`src/rtl/alu_pkg.sv`:
```
// Shared definitions for the ALU operation sequencer: opcodes, FSM states,
// default datapath width and small opcode helpers.
package alu_pkg;

  // Default datapath width
  localparam int unsigned ALU_W = 8;

  // Opcode width (also the width of the s2:s0 select bundle)
  localparam int unsigned OP_W = 3;

  // Operation codes; the value doubles as the result-mux select
  localparam logic [OP_W-1:0] OP_ADD  = 3'b000;
  localparam logic [OP_W-1:0] OP_SUB  = 3'b001;
  localparam logic [OP_W-1:0] OP_AND  = 3'b010;
  localparam logic [OP_W-1:0] OP_OR   = 3'b011;
  localparam logic [OP_W-1:0] OP_SLL  = 3'b100;
  localparam logic [OP_W-1:0] OP_SRA  = 3'b101;
  localparam logic [OP_W-1:0] OP_XOR  = 3'b110;
  localparam logic [OP_W-1:0] OP_PASS = 3'b111;

  // Sequencer states
  typedef enum logic [1:0] {
    ST_IDLE   = 2'b00,
    ST_SHIFT  = 2'b01,
    ST_SELECT = 2'b10,
    ST_DONE   = 2'b11
  } state_e;

  // True for the two opcodes that run through the iterative shifter
  function automatic logic is_shift_op(input logic [OP_W-1:0] op);
    return (op == OP_SLL) || (op == OP_SRA);
  endfunction

  // True for the sign-extending (arithmetic) shift
  function automatic logic is_arith_shift(input logic [OP_W-1:0] op);
    return op == OP_SRA;
  endfunction

endpackage

```
`src/rtl/alu_shift_reg.sv`:
```
// Iterative one-bit-per-cycle shifter with its down-counter.
// load captures the operand and shift amount; step shifts once and
// decrements; last_c flags the final step so the FSM can leave SHIFT.
module alu_shift_reg
  import alu_pkg::*;
#(
  parameter int unsigned W  = ALU_W,
  parameter int unsigned SW = $clog2(W)
) (
  input  logic          clock,
  input  logic          reset,
  input  logic          load,
  input  logic          step,
  input  logic          arith,
  input  logic [W-1:0]  load_val,
  input  logic [SW-1:0] load_cnt,
  output logic [W-1:0]  shift_q,
  output logic          last_c
);

  logic [SW-1:0] cnt;

  // Shift register and remaining-step counter
  always_ff @(posedge clock) begin
    if (reset) begin
      shift_q <= '0;
      cnt     <= '0;
    end else if (load) begin
      shift_q <= load_val;
      cnt     <= load_cnt;
    end else if (step) begin
      if (arith) begin
        shift_q <= {shift_q[W-1], shift_q[W-1:1]};
      end else begin
        shift_q <= {shift_q[W-2:0], 1'b0};
      end
      cnt <= cnt - SW'(1);
    end
  end

  // Final step is the one taken while the counter reads one
  assign last_c = (cnt == SW'(1));

endmodule

```
`src/rtl/alu_op_sequencer.sv`:
```
// Control and operand stage in front of the 8-way ALU result mux bank.
// Accepts one request at a time, latches operands, runs multi-cycle
// shifts, drives the mux selects and captures the mux bank output.
module alu_op_sequencer
  import alu_pkg::*;
#(
  parameter int unsigned W  = ALU_W,
  parameter int unsigned SW = $clog2(W)
) (
  input  logic            clock,
  input  logic            reset,
  input  logic            start,
  input  logic [OP_W-1:0] opcode,
  input  logic [W-1:0]    operand_a,
  input  logic [W-1:0]    operand_b,
  input  logic [SW-1:0]   shamt,
  input  logic [W-1:0]    res_in,
  output logic [W-1:0]    a_q,
  output logic [W-1:0]    b_q,
  output logic [W-1:0]    shift_q,
  output logic            s0,
  output logic            s1,
  output logic            s2,
  output logic [W-1:0]    result,
  output logic            busy,
  output logic            done
);

  state_e          state_q;
  state_e          state_n;
  logic [OP_W-1:0] op_q;
  logic            load;
  logic            step;
  logic            capture;
  logic            arith;
  logic            last_c;

  // FSM state register
  always_ff @(posedge clock) begin
    if (reset) begin
      state_q <= ST_IDLE;
    end else begin
      state_q <= state_n;
    end
  end

  // Next-state and datapath strobes
  always_comb begin
    state_n = state_q;
    load    = 1'b0;
    step    = 1'b0;
    capture = 1'b0;
    case (state_q)
      ST_IDLE: begin
        if (start) begin
          load = 1'b1;
          if (is_shift_op(opcode) && (shamt != '0)) begin
            state_n = ST_SHIFT;
          end else begin
            state_n = ST_SELECT;
          end
        end
      end
      ST_SHIFT: begin
        step = 1'b1;
        if (last_c) begin
          state_n = ST_SELECT;
        end
      end
      ST_SELECT: begin
        capture = 1'b1;
        state_n = ST_DONE;
      end
      ST_DONE: begin
        state_n = ST_IDLE;
      end
      default: begin
        state_n = ST_IDLE;
      end
    endcase
  end

  // Operand latches, result capture and registered status flags
  always_ff @(posedge clock) begin
    if (reset) begin
      a_q    <= '0;
      b_q    <= '0;
      op_q   <= '0;
      result <= '0;
      busy   <= 1'b0;
      done   <= 1'b0;
    end else begin
      if (load) begin
        a_q  <= operand_a;
        b_q  <= operand_b;
        op_q <= opcode;
      end
      if (capture) begin
        result <= res_in;
      end
      busy <= (state_n != ST_IDLE);
      done <= (state_n == ST_DONE);
    end
  end

  // Shift direction follows the accepted opcode
  assign arith = is_arith_shift(op_q);

  alu_shift_reg #(
    .W  (W),
    .SW (SW)
  ) u_shift (
    .clock    (clock),
    .reset    (reset),
    .load     (load),
    .step     (step),
    .arith    (arith),
    .load_val (operand_a),
    .load_cnt (shamt),
    .shift_q  (shift_q),
    .last_c   (last_c)
  );

  // Mux selects track the latched opcode and hold through IDLE
  assign s0 = op_q[0];
  assign s1 = op_q[1];
  assign s2 = op_q[2];

endmodule
```
`config.mk`:
```
export PLATFORM = sky130hd
export DESIGN_NAME = alu_op_sequencer
export DESIGN_NICKNAME = d
export VERILOG_FILES = /design/src/rtl/alu_pkg.sv /design/src/rtl/alu_shift_reg.sv /design/src/rtl/alu_op_sequencer.sv
export SDC_FILE = /design/constraint.sdc
export NUM_CORES = 1
export LEC_CHECK = 0
export ABC_AREA = 1
export CAP_MARGIN = 5
export CORE_MARGIN = 1
export CORE_UTILIZATION = 30
export CTS_CLUSTER_SIZE = 28
export DETAILED_ROUTE_END_ITERATION = 8
export SLEW_MARGIN = 5
export SYNTH_ARGS = -nofsm -noshare
export SYNTH_HDL_FRONTEND = slang
export SYNTH_SLANG_ARGS = --single-unit
export TNS_END_PERCENT = 20
```
`constraint.sdc`:
```
create_clock -name clock -period 1.3 [get_ports clock]
set_clock_uncertainty 0.1 [all_clocks]
set_input_delay 0.26 -clock clock [delete_from_list [all_inputs] [get_ports clock]]
set_output_delay 0.26 -clock clock [all_outputs]
set_load 0.02 [all_outputs]
```
==> results.sh <==
export IMPL_status="complete, no violations"
export IMPL_synth_area_per_cell_um2=7.07
export IMPL_ir_drop_uv=733
export IMPL_synth_edf_count=0
export IMPL_drive_gt1_share_pct=23.8
export IMPL_setup_tns_ns=0
export IMPL_power_frac_comb_pct=34.8
export IMPL_worstMarginPinSlew_ns=0.329
export IMPL_arrival_ns=0.92
export IMPL_endpoint_kind="primary output"
export IMPL_finalSetupViolCount=0
export IMPL_critPathRequiredTime_ns=0.94
export IMPL_placed_cells=410
export IMPL_areaGrowthSynthToFinish_pct=52.7
export IMPL_p_switching_mw=1.23
export IMPL_wl_per_cell_um=11.3
export IMPL_cp_slowest_cell="dfxtp_1"
export IMPL_worst_skew_pair_late_latency_ns=0.29
export IMPL_grt_max_degree=31
export IMPL_path_cells="clkdlybuf4s15_1"
export IMPL_start_kind="flop"
export IMPL_die_h_um=79.7
export IMPL_clockBufferDepth=2
export IMPL_clock_sinks=42
export IMPL_ys_warn_count=0
export IMPL_synthCells=256
export IMPL_port_buffers=69
export IMPL_dieArea_mm2=0.00635
export IMPL_p_leak_nw=1.30
export IMPL_gp_congestion=0.789
export IMPL_ys_seq_area_share_pct=46.4
export IMPL_num_rows=27
export IMPL_hpwl_um=3370
export IMPL_grt_antenna_before_repair=0
export IMPL_drv_cap=0
export IMPL_period_share_pct=98.7
export IMPL_cpPeakStageDelay_ns=0.33
export IMPL_grt_pass1_vias=1779
export IMPL_synth_area_leaders="dfxtp_1 46%, nand2_1 11%, nor2_1 10%"
export IMPL_synth_fp_nets=291
export IMPL_grt_pass1_wl_um=7910
export IMPL_path_class="reg2out"
export IMPL_vias_per_cell=4.45
export IMPL_swShare_pct=33.8
export IMPL_finalHoldViolCount=0
export IMPL_cts_tree="yes"
export IMPL_htreeDepth=2
export IMPL_synth_seq_cells=42
export IMPL_synth_top_cell_area_share_pct=46.4
export IMPL_n_antenna_cell=0
export IMPL_relSlewSlack_pct=77.9
export IMPL_ant_nets=0
export IMPL_ys_flop_type="dfxtp_1"
export IMPL_syn_cell_area_mm2=0.00181
export IMPL_finalNetCount=380
export IMPL_vias=1857
export IMPL_grt_overflow=0
export IMPL_drt_iter0_markers=87
export IMPL_drt_wl_total_um=4690
export IMPL_hold_path_class="reg2reg"
export IMPL_pwr_share_clk_pct=22.3
export IMPL_route_top_layer_used="met4"
export IMPL_fmax_mhz=780
export IMPL_cp_num_buf_inv=1
export IMPL_synthArstFlopShare_pct=0
export IMPL_fillCellCount=587
export IMPL_synthTopCellsByCount="53 x nand2_1, 49 x nor2_1, 42 x dfxtp_1"
export IMPL_powerDensity_mw_per_mm2=1320
export IMPL_cts_reportedPaths_clkPinSlew_ns=0.08
export IMPL_boundaryPins=70
export IMPL_post_synth_top_count_cell="nand2_1"
export IMPL_min_period_ns=1.28
export IMPL_cts_root_buf="clkbuf_8"
export IMPL_met1Wirelength_um=2240
export IMPL_cp_top_family="flip-flops"
export IMPL_die_w_um=79.7
export IMPL_rsz0062_at_grt="true"
export IMPL_cts_inserted_buffers=5
export IMPL_wl_met3_um=283
export IMPL_drc=0
export IMPL_initial_utilization_pct=31.9
export IMPL_postCtsHoldBufs=0
export IMPL_first_pass_iters=4
export IMPL_total_power_mw=3.64
export IMPL_yosysTopAreaCell="dfxtp_1"
export IMPL_maxSlewViolCount=0
export IMPL_grt_total_usage_pct=16.2
export IMPL_met2_length_um=2100
export IMPL_yosysUniqueCellTypes=22
export IMPL_intPower_mw=2.41
export IMPL_path_max_fanout=2
export IMPL_stdcell_count=417
export IMPL_seqPwrFrac_pct=42.9
export IMPL_core_mm2=0.00568
## per-layer routing
layer | vias to the layer above | track usage (%)
li1 | 977 | -
met2 | 47 | 25.8
met5 | - | 0
met1 | 826 | 20.6
met4 | 0 | 5.82
met3 | 7 | 4.80
## kinds of logic (layout without fill, tap and decap cells)
group / Yosys count / after routing / synth area share (%)
AOI/OAI and AO/OA: 46 / 46 / 12.9
xor gates and xnor gates: 1 / 1 / 0.484
adders and majority gates: 2 / 2 / 1.38
buffers and inverters: 41 / 130 / 11.0
DFF: 42 / 42 / 46.4
and+or+nand+nor: 124 / 124 / 27.9
## path summary, 6_finish.rpt
check                     start        endpoint  slack [ns]  cells past startpoint
max          u_shift.shift_q[7]      shift_q[7]        0.02                      1
min                      a_q[2]          a_q[2]        0.37                      2
max reg2reg      u_shift.cnt[0]  u_shift.cnt[1]        0.06                      5
min reg2reg              a_q[2]          a_q[2]        0.37                      2
## metrics by stage
stage | instance area (um2) | hold WS, ns | util [%] | worst slack, ns
2_1_floorplan | 1810 | 0.229 | - | 0.0438
3_3_place_gp | 2720 | 0.346 | 47.9 | -0.365
3_5_place_dp | 2720 | 0.354 | 47.9 | -0.372
4_1_cts | 2830 | 0.368 | 49.9 | -0.0217
5_1_grt | 2760 | 0.401 | 48.7 | -0.0443
6_report | 2760 | 0.368 | 48.7 | 0.0172
## state kept, by name, summed over array words and instances (netlist names)
signal	flops
a_q	8
b_q	8
busy	1
done	1
op_q	3
result	8
state_q	2
u_shift.cnt	3
u_shift.shift_q	8
## layout make-up
cell class,instances,area [um2],area share [%]
clock buffer,6,72.6,2.63
multi-input combinational,173,790,28.6
inverter,30,139,5.02
timing repair buffer,93,815,29.5
tap,72,90.1,3.26
clock inverter,1,7.51,0.272
sequential,42,851,30.8
## power by group through the flow
| stage | Clock, mW | Combinational, mW | Sequential, mW |
|---|---|---|---|
| after floorplan | 0 | 0.523 | 1.77 |
| after global placement | 0 | 1.33 | 1.58 |
| after detailed placement | 0 | 1.34 | 1.58 |
| after CTS | 0.848 | 1.29 | 1.56 |
| after global routing | 0.902 | 1.41 | 1.58 |
| final | 0.811 | 1.27 | 1.56 |
## cells in the final DEF (no fill, tap or decap), types with 2 or more instances in the layout
cell type / netlist / layout
nand3_1: 17 / 16
clkdlybuf4s15_2: 0 / 16
clkbuf_8: 0 / 5
nand2_1: 53 / 52
dfxtp_2: 0 / 5
buf_4: 1 / 22
buf_2: 3 / 6
nor2_1: 49 / 48
clkbuf_2: 0 / 14
nand2_2: 2 / 3
nor2_4: 1 / 2
o21ai_1: 1 / 3
o21ai_0: 27 / 25
a21oi_1: 17 / 17
clkdlybuf4s50_1: 0 / 31
dfxtp_1: 42 / 36
buf_12: 0 / 2
ha_1: 2 / 2
inv_1: 28 / 28
## repair_timing
| item | in CTS | in global routing |
|---|---|---|
| resized for setup | 101 | 33 |
| hold endpoints to repair | 0 | 0 |
| setup buffers | 0 | 0 |
| pin swaps | 0 | 1 |
| endpoints found under the setup margin | 59 | 52 |
Power figures use the tool's default switching activity.
